**config.mk**
```make
export PLATFORM = sky130hd
export DESIGN_NAME = prog_sequencer_flat
export DESIGN_NICKNAME = d
export VERILOG_FILES = /design/src/rtl/prog_sequencer_if.sv /design/src/rtl/prog_sequencer.sv /design/src/flat_wrapper.sv
export SDC_FILE = /design/constraint.sdc
export NUM_CORES = 1
export LEC_CHECK = 0
export CORE_ASPECT_RATIO = 1.2
export CORE_MARGIN = 2
export CORE_UTILIZATION = 50
export CTS_CLUSTER_DIAMETER = 80
export DETAILED_ROUTE_END_ITERATION = 10
export MAX_ROUTING_LAYER = met4
export PLACE_DENSITY = 0.85
export SYNTH_ARGS = -nofsm -noshare
export SYNTH_HDL_FRONTEND = slang
export SYNTH_SLANG_ARGS = --single-unit
```
**constraint.sdc**
```tcl
create_clock -name clk -period 5.2 [get_ports clk]
set_clock_uncertainty 0.1 [all_clocks]
set_input_delay 0.78 -clock clk [delete_from_list [all_inputs] [get_ports clk]]
set_output_delay 0.78 -clock clk [all_outputs]
set_load 0.02 [all_outputs]
```
**src/rtl/prog_sequencer_if.sv**
```systemverilog
// prog_sequencer_if: loader, imem and datapath signals
// of the microcode sequencer, grouped by direction.
interface prog_sequencer_if #(
  parameter int ADDR_W  = 4,
  parameter int INSTR_W = 8
);
  logic               load_start;
  logic               load_valid;
  logic [INSTR_W-1:0] load_data;
  logic               load_done;
  logic               load_ready;
  logic               run_start;
  logic               abort;
  logic               imem_we;
  logic [ADDR_W-1:0]  imem_addr;
  logic [INSTR_W-1:0] imem_wdata;
  logic [INSTR_W-1:0] imem_rdata;
  logic               zero_flag;
  logic               ext_ack;
  logic               exec_valid;
  logic [3:0]         exec_op;
  logic [3:0]         exec_arg;
  logic [ADDR_W-1:0]  pc;
  logic               busy;
  logic               halted;

  modport master (
    input  load_start, load_valid, load_data, load_done,
    input  run_start, abort, imem_rdata, zero_flag, ext_ack,
    output load_ready, imem_we, imem_addr, imem_wdata,
    output exec_valid, exec_op, exec_arg, pc, busy, halted
  );

  modport slave (
    output load_start, load_valid, load_data, load_done,
    output run_start, abort, imem_rdata, zero_flag, ext_ack,
    input  load_ready, imem_we, imem_addr, imem_wdata,
    input  exec_valid, exec_op, exec_arg, pc, busy, halted
  );
endinterface

```
**src/rtl/prog_sequencer.sv**
```systemverilog
// prog_sequencer: load / fetch / decode / execute control
// for the 4-bit microcode processor.
module prog_sequencer #(
  parameter int ADDR_W  = 4,
  parameter int INSTR_W = 8
) (
  input logic              clk,
  input logic              rst,
  prog_sequencer_if.master bus
);

  typedef enum logic [2:0] {
    S_IDLE,
    S_LOAD,
    S_FETCH,
    S_DECODE,
    S_EXEC,
    S_WAIT,
    S_HALT
  } state_t;

  localparam logic [ADDR_W:0] DEPTH =
    {1'b1, {ADDR_W{1'b0}}};
  localparam logic [ADDR_W:0] W_LAST =
    {1'b0, {ADDR_W{1'b1}}};
  localparam logic [ADDR_W-1:0] PC_LAST =
    {ADDR_W{1'b1}};

  state_t             state, state_n;
  logic [ADDR_W-1:0]  pc_q, pc_n;
  logic [ADDR_W:0]    waddr, waddr_n;
  logic [INSTR_W-1:0] ir, ir_n;
  logic               ev_q, ev_n;
  logic [3:0]         op_q, op_n;
  logic [3:0]         arg_q, arg_n;

  logic [3:0]         op, arg, rd_op;
  logic               ready, wr;
  logic               is_jmp, is_jz;
  logic               is_wait, is_halt;
  state_t             adv_state;
  logic [ADDR_W-1:0]  adv_pc;

  // Instruction fields, load handshake and the
  // sequential-advance target (no wrap past the top).
  always_comb begin
    op      = ir[INSTR_W-1 -: 4];
    arg     = ir[3:0];
    rd_op   = bus.imem_rdata[INSTR_W-1 -: 4];
    ready   = (state == S_LOAD) && (waddr < DEPTH);
    wr      = ready && bus.load_valid && !bus.abort;
    is_jmp  = (op == 4'hC);
    is_jz   = (op == 4'hD);
    is_wait = (op == 4'hE);
    is_halt = (op == 4'hF);
    if (pc_q == PC_LAST) begin
      adv_state = S_HALT;
      adv_pc    = pc_q;
    end else begin
      adv_state = S_FETCH;
      adv_pc    = pc_q + 1'b1;
    end
  end

  // Next-state logic; abort overrides every transition.
  always_comb begin
    state_n = state;
    pc_n    = pc_q;
    waddr_n = waddr;
    ir_n    = ir;
    ev_n    = 1'b0;
    op_n    = op_q;
    arg_n   = arg_q;
    if (bus.abort) begin
      state_n = S_IDLE;
      pc_n    = '0;
      waddr_n = '0;
    end else begin
      unique case (state)
        S_IDLE, S_HALT: begin
          if (bus.load_start) begin
            state_n = S_LOAD;
            waddr_n = '0;
          end else if (bus.run_start) begin
            state_n = S_FETCH;
            pc_n    = '0;
          end
        end
        S_LOAD: begin
          if (wr)
            waddr_n = waddr + 1'b1;
          if (bus.load_done || !ready ||
              (wr && waddr == W_LAST))
            state_n = S_IDLE;
        end
        S_FETCH: state_n = S_DECODE;
        S_DECODE: begin
          ir_n    = bus.imem_rdata;
          state_n = S_EXEC;
          if (rd_op >= 4'h1 && rd_op <= 4'hB) begin
            ev_n  = 1'b1;
            op_n  = rd_op;
            arg_n = bus.imem_rdata[3:0];
          end
        end
        S_EXEC: begin
          unique case (1'b1)
            is_jmp || (is_jz && bus.zero_flag): begin
              state_n = S_FETCH;
              pc_n    = ADDR_W'(arg);
            end
            is_wait: state_n = S_WAIT;
            is_halt: state_n = S_HALT;
            default: begin
              state_n = adv_state;
              pc_n    = adv_pc;
            end
          endcase
        end
        S_WAIT: begin
          if (bus.ext_ack) begin
            state_n = adv_state;
            pc_n    = adv_pc;
          end
        end
        default: state_n = S_IDLE;
      endcase
    end
  end

  // State, pc, write address and datapath strobe registers.
  always_ff @(posedge clk or posedge rst) begin
    if (rst) begin
      state <= S_IDLE;
      pc_q  <= '0;
      waddr <= '0;
      ir    <= '0;
      ev_q  <= 1'b0;
      op_q  <= '0;
      arg_q <= '0;
    end else begin
      state <= state_n;
      pc_q  <= pc_n;
      waddr <= waddr_n;
      ir    <= ir_n;
      ev_q  <= ev_n;
      op_q  <= op_n;
      arg_q <= arg_n;
    end
  end

  assign bus.load_ready = ready;
  assign bus.imem_we    = wr;
  assign bus.imem_addr  = (state == S_LOAD) ?
                          waddr[ADDR_W-1:0] : pc_q;
  assign bus.imem_wdata = wr ? bus.load_data : '0;
  assign bus.exec_valid = ev_q;
  assign bus.exec_op    = op_q;
  assign bus.exec_arg   = arg_q;
  assign bus.pc         = pc_q;
  assign bus.busy       = (state != S_IDLE) &&
                          (state != S_HALT);
  assign bus.halted     = (state == S_HALT);

endmodule

```
**src/flat_wrapper.sv**
```systemverilog
// flat-port wrapper written by rule: the top's interface ports become plain ports
module prog_sequencer_flat 
#(
  parameter int ADDR_W  = 4,
  parameter int INSTR_W = 8
)
  (clk, rst, bus_load_start, bus_load_valid, bus_load_data, bus_load_done, bus_run_start, bus_abort, bus_imem_rdata, bus_zero_flag, bus_ext_ack, bus_load_ready, bus_imem_we, bus_imem_addr, bus_imem_wdata, bus_exec_valid, bus_exec_op, bus_exec_arg, bus_pc, bus_busy, bus_halted);
  prog_sequencer_if #(.ADDR_W(ADDR_W), .INSTR_W(INSTR_W)) bus_i ();
  input logic clk;
  input logic rst;
  input wire logic [$bits(bus_i.load_start)-1:0] bus_load_start;
  input wire logic [$bits(bus_i.load_valid)-1:0] bus_load_valid;
  input wire logic [$bits(bus_i.load_data)-1:0] bus_load_data;
  input wire logic [$bits(bus_i.load_done)-1:0] bus_load_done;
  input wire logic [$bits(bus_i.run_start)-1:0] bus_run_start;
  input wire logic [$bits(bus_i.abort)-1:0] bus_abort;
  input wire logic [$bits(bus_i.imem_rdata)-1:0] bus_imem_rdata;
  input wire logic [$bits(bus_i.zero_flag)-1:0] bus_zero_flag;
  input wire logic [$bits(bus_i.ext_ack)-1:0] bus_ext_ack;
  output wire logic [$bits(bus_i.load_ready)-1:0] bus_load_ready;
  output wire logic [$bits(bus_i.imem_we)-1:0] bus_imem_we;
  output wire logic [$bits(bus_i.imem_addr)-1:0] bus_imem_addr;
  output wire logic [$bits(bus_i.imem_wdata)-1:0] bus_imem_wdata;
  output wire logic [$bits(bus_i.exec_valid)-1:0] bus_exec_valid;
  output wire logic [$bits(bus_i.exec_op)-1:0] bus_exec_op;
  output wire logic [$bits(bus_i.exec_arg)-1:0] bus_exec_arg;
  output wire logic [$bits(bus_i.pc)-1:0] bus_pc;
  output wire logic [$bits(bus_i.busy)-1:0] bus_busy;
  output wire logic [$bits(bus_i.halted)-1:0] bus_halted;
  assign bus_i.load_start = bus_load_start;
  assign bus_i.load_valid = bus_load_valid;
  assign bus_i.load_data = bus_load_data;
  assign bus_i.load_done = bus_load_done;
  assign bus_i.run_start = bus_run_start;
  assign bus_i.abort = bus_abort;
  assign bus_i.imem_rdata = bus_imem_rdata;
  assign bus_i.zero_flag = bus_zero_flag;
  assign bus_i.ext_ack = bus_ext_ack;
  assign bus_load_ready = bus_i.load_ready;
  assign bus_imem_we = bus_i.imem_we;
  assign bus_imem_addr = bus_i.imem_addr;
  assign bus_imem_wdata = bus_i.imem_wdata;
  assign bus_exec_valid = bus_i.exec_valid;
  assign bus_exec_op = bus_i.exec_op;
  assign bus_exec_arg = bus_i.exec_arg;
  assign bus_pc = bus_i.pc;
  assign bus_busy = bus_i.busy;
  assign bus_halted = bus_i.halted;
  prog_sequencer #(.ADDR_W(ADDR_W), .INSTR_W(INSTR_W)) u_core (.clk(clk), .rst(rst), .bus(bus_i));
endmodule
```
==> results.yml, run 1 <==
run_status:
  status: "finished, final reports clean"
synthesis:
  synth_edf_count: 0
  syn_nets: 211
  ys_seq_area_share_pct: 41.67
  synthesis.area_um2: 1742
  yosysTopAreaCellShare_pct: 41.67
  synth_async_sr_flop_share_pct: 100.0
  netlist_instances: 182
  yosys.area.top_type: "dfrtp_1"
  synth-main-ff-cell: "dfrtp_1"
  synth_seq_cells: 29
  yosysUniqueCellTypes: 45
  ys_warn_count: 0
  synth_top_cells_by_area: "dfrtp_1 (42%), mux2_2 (9.1%), inv_1 (3.7%), and2_1 (3.2%), o21ai_0 (3.2%)"
  syn_avg_cell_area_um2: 9.570
global_route:
  grt_pass1_vias: 1558
  grt_util_all_layers_pct: 22.87
  grt_max_degree: 30
  grt_pass1_wl_um: 6720
  grt.overflow.total: 0
  antenna_found_initial: 0
detailed_routing:
  wl_per_cell_um: 14.57
  drtIter0Drc: 39
  drt-met1-wl_um: 1624
  drtAntennaViolNets: 0
  dr_wl_met3_um: 314
  wl_met2_um: 1959
  avgViaCountPerCell: 5.735
  totalWireLength_um: 3963
  drtPass1Iterations: 5
  top_layer_used: "met4"
  vias: 1560
  drcViolationCount: 0
floorplan:
  start_util_pct: 52.17
  io_pins: 54
  core_area_um2: 3338
  rows: 23
  die_x_um: 57.88
  dieArea_um2: 3973
  die_h_um: 68.65
worst_setup_path:
  arrival_ps: 2970
  cp.required_ps: 4320
  crit_path_max_fanout: 18
  path_class: "flip-flop to output port"
  start_kind: "flip-flop"
  max_stage_delay_ps: 690
  endpoint_kind: "output port"
  critical_path.cell_chain: "or4b_4, nor3_1, and2_1, clkdlybuf4s50_1"
  critPathSlowestCell: "nor3_1"
sta:
  rsz0062_at_grt: "false"
  worst_hold_slack_ps: 405.9
  setup_violations: 0
  min_period_over_period_pct: 74.04
  hold_violations: 0
  slew_headroom_pct: 26.33
  fmax_mhz: 259.7
  drv_slew: 0
  tightest_slew_ps: 1104
  layout_min_cycle_time_ps: 3850
  tns_ps: 0
place:
  port_buffers: 53
  dp.final_hpwl_um: 2991
  place_congestion: 0.8482
worst_hold_path:
  worstHoldPathType: "flip-flop to flip-flop"
layout:
  final_core_util_pct: 71.18
  nNetsFinal: 264
  layout_commonest_cell: "clkdlybuf4s50_1"
  layout-drive-gt1-share_pct: 12.34
  n_antenna_cell: 0
  fillers: 266
  final_cell_mix: "clkdlybuf4s50_1 (53), dfrtp_1 (29), inv_1 (17), mux2_2 (14), nand2_1 (13)"
  area_growth_pct: 36.42
clocking:
  clock_latency_ps: 280
  clkSinkCount: 29
  cts_tree: "done"
  root_buffer: "clkbuf_8"
  htree_levels: 2
  postCtsHoldBufs: 0
  post_cts_resized: 0
  cts_setup_buffers: 0
  cts_buffers: 5
  path_clk_slew_ps: 60
  clockBufferDepth: 2
power:
  total_power_mw: 0.8634
  ir_drop_mv: 0.3647
  leakage_nw: 1.065
  powerDensity_nw_per_um2: 363.4
run:
  cap_violations: 0
routing by layer:
metal / track usage (%) / vias up
li1: - / 762
met1: 24.46 / 722
met2: 40.20 / 69
met3: 6.157 / 7
met4: 9.593 / 0
met5: - / -
area by class of cell:
type | instances | area (um2) | share of cell area (%)
inverters | 17 | 63.81 | 2.686
multi-input cells | 128 | 915.9 | 38.55
clock buffers | 7 | 86.33 | 3.633
repair buffers | 54 | 538.0 | 22.64
flip-flops and latches | 29 | 725.7 | 30.54
well taps | 37 | 46.29 | 1.948
registers in the layout, indices dropped and copies added (netlist names):
signal / count
u_core.bus.exec_arg: 4
u_core.state: 3
u_core.bus.exec_op: 4
u_core.ir: 8
u_core.waddr: 5
u_core.bus.exec_valid: 1
u_core.bus.pc: 4
synth_stat cells (2+ instances only):
master    instances
dfrtp_1          29
nor3_1            4
nand3b_1          2
or3_1             4
and2_1            9
buf_2             2
nand2b_1          3
mux2i_1           5
clkbuf_1          5
inv_1            17
mux2_2           14
o41ai_1           2
a32o_1            2
a21oi_1           7
nand2_1          13
nor2b_1           4
o22ai_1           3
o21ai_0          11
ha_1              4
nor2_1            5
a31oi_1           3
nand3_1           6
a21o_1            2
o31ai_1           3
and3_1            3
path summary, 6_finish.rpt:
kind                                       from                     to  slack (ps)  cells after the start
worst max-delay path            u_core.state[2]      bus_imem_wdata[3]        1350                      4
worst max register to register  u_core.state[2]        u_core.waddr[2]        2860                      4
worst min register to register     u_core.ir[2]           u_core.ir[2]         410                      1
max in group asynchronous                   rst       u_core.bus.pc[2]        3350                      2
worst min-delay path               u_core.ir[2]           u_core.ir[2]         410                      1
min in group asynchronous                   rst  u_core.bus.exec_op[1]         990                      2
critical path: cells and delay by family, from the launching register on:
| family | cells | cell delay [ps] |
|---|---|---|
| flip-flops | 1 | 570 |
| buffers and inverters | 1 | 600 |
| AND/OR/NAND/NOR | 3 | 1510 |
stage by stage:
| step | cell area (um2) | std cells | worst slack (ps) |
|---|---|---|---|
| 3_5_place_dp | 2290 | 265 | 1370 |
| 5_1_grt | 2376 | 272 | 1139 |
| 2_1_floorplan | 1742 | 182 | 2574 |
| 3_3_place_gp | 2290 | 265 | 1433 |
| 6_report | 2376 | 272 | 1350 |
| 4_1_cts | 2376 | 272 | 1343 |
cell families after synthesis:
group	Yosys count	share of synthesized area, %
mux	19	11.93
xor+xnor	1	0.5030
simple gates	61	20.12
compound gates	43	17.17
fa+ha+maj	4	2.874
buf+inv	25	5.747
flops	29	41.67
where the power goes:
group	internal [mW]	switching, mW	leakage (nW)
Combinational	0.173	0.163	0.640
Clock	0.105	0.0805	0.0443
Sequential	0.285	0.0566	0.381
Total	0.563	0.300	1.07
Power figures use the tool's default switching activity.
==> run 2, diff against run 1 <==
CORE_UTILIZATION = 46   (was 50)
PLACE_DENSITY = 0.79   (was 0.85)
clock period = 3.8 ns   (was 5.2 ns; I/O delays follow)
==> results.yml, run 2 (synthesis results as in run 1) <==
global_route:
  gr-usage-met3_pct: 5.596
  top_usage_layer: "met2"
  grt_pass1_vias: 1494
  grt_util_met2_pct: 34.42
  grt_util_all_layers_pct: 21.37
  grt_max_degree: 30
  grt_pass1_wl_um: 6727
  grt.overflow.total: 0
  antenna_found_initial: 0
  grt_util_met1_pct: 24.91
floorplan:
  dieArea_um2: 4296
  start_util_pct: 47.93
  die_x_um: 60.17
  io_pins: 54
  core_area_um2: 3633
  rows: 24
  die_h_um: 71.41
worst_setup_path:
  crit_path_max_fanout: 18
  endpoint_kind: "output port"
  cp.required_ps: 3130
  start_kind: "flip-flop"
  path_class: "flip-flop to output port"
  arrival_ps: 2500
detailed_routing:
  drtPass1Iterations: 4
  wl_per_cell_um: 13.53
  avgViaCountPerCell: 5.283
  drtIter0Drc: 40
  drcViolationCount: 0
  totalWireLength_um: 3923
  drtAntennaViolNets: 0
  vias: 1532
sta:
  setup_violations: 0
  tns_ps: 0
  layout_min_cycle_time_ps: 3173
  tightest_slew_ps: 1101
  slew_headroom_pct: 26.53
  rsz0062_at_grt: "false"
  drv_slew: 0
  fmax_mhz: 315.1
  hold_violations: 0
  min_period_over_period_pct: 83.50
clocking:
  post_cts_resized: 0
  clock_latency_ps: 280
  clkSinkCount: 29
  path_clk_slew_ps: 70
  htree_levels: 2
  cts_buffers: 5
  clockBufferDepth: 2
  cts_tree: "done"
  cts_setup_buffers: 0
  root_buffer: "clkbuf_8"
  postCtsHoldBufs: 0
layout:
  largest_reg_flops: 8
  fin_area_um2: 2439
  finalNonFillerCells: 290
  area_growth_pct: 40.01
  largestRegisters: "u_core.ir: 8 flops, u_core.waddr: 5 flops"
  nNetsFinal: 266
  layout_commonest_cell: "clkdlybuf4s50_1"
  largest_register: "u_core.ir"
  layout-drive-gt1-share_pct: 13.87
  n_antenna_cell: 0
  final_cell_mix: "clkdlybuf4s50_1 (53), dfrtp_1 (29), inv_1 (17), mux2_2 (14), nand2_1 (13)"
worst_hold_path:
  worstHoldPathType: "flip-flop to flip-flop"
place:
  post-place-cells: 282
  dp.final_hpwl_um: 2846
  place_area_um2: 2323
  port_buffers: 53
  place_congestion: 0.8581
power:
  powerDensity_nw_per_um2: 515.2
  leakage_nw: 1.086
  ir_drop_mv: 0.6125
  total_power_mw: 1.256
run_status:
  status: "finished, final reports clean"
run:
  cap_violations: 0
run 2: area by class of cell:
class | instances | area (um2)
clock buffers | 5 | 68.82
clock inverters | 3 | 46.29
fillers | 298 | 1195
inverters | 17 | 63.81
multi-input cells | 128 | 915.9
flip-flops and latches | 29 | 725.7
well taps | 52 | 65.06
repair buffers | 56 | 553.0
run 2: final timing paths:
check | endpoint | depth (start not counted) | slack [ps] | start
worst max-delay path | bus_imem_wdata[6] | 5 | 630 | u_core.state[2]
worst max register to register | u_core.bus.pc[3] | 5 | 1670 | u_core.state[2]
worst min-delay path | u_core.bus.exec_op[2] | 1 | 410 | u_core.bus.exec_op[2]
max in group asynchronous | u_core.waddr[0] | 2 | 2170 | rst
min in group asynchronous | u_core.bus.exec_arg[0] | 2 | 760 | rst
worst min register to register | u_core.bus.exec_op[2] | 1 | 410 | u_core.bus.exec_op[2]
run 2: where the power goes:
group / internal [mW] / switching [mW]
Sequential: 0.390 / 0.0777
Combinational: 0.243 / 0.222
Clock: 0.196 / 0.128
Total: 0.829 / 0.427
run 2: worst max-delay path: stages (launching register included):
cell and delay [ps]:
dfrtp_1 570, or4b_4 590, nor3_1 150, buf_4 180
and2_1 130, clkdlybuf4s50_1 590
run 2: routing by layer:
layer | share of wire, % | vias to the layer above | routed length [um]
li1 | - | 766 | -
met1 | 43 | 709 | 1690
met2 | 49 | 52 | 1915
met3 | 6.2 | 5 | 243
met4 | 1.9 | 0 | 74
met5 | 0 | - | 0
run 2: per-stage QoR:
stage,utilization (%),setup slack (ps),hold slack (ps)
2_1_floorplan,-,1384,380.0
5_1_grt,67.11,482.3,428.4
3_5_place_dp,63.95,874.6,394.6
4_1_cts,67.11,613.3,411.6
3_3_place_gp,63.95,900.5,385.3
6_report,67.11,626.8,405.9
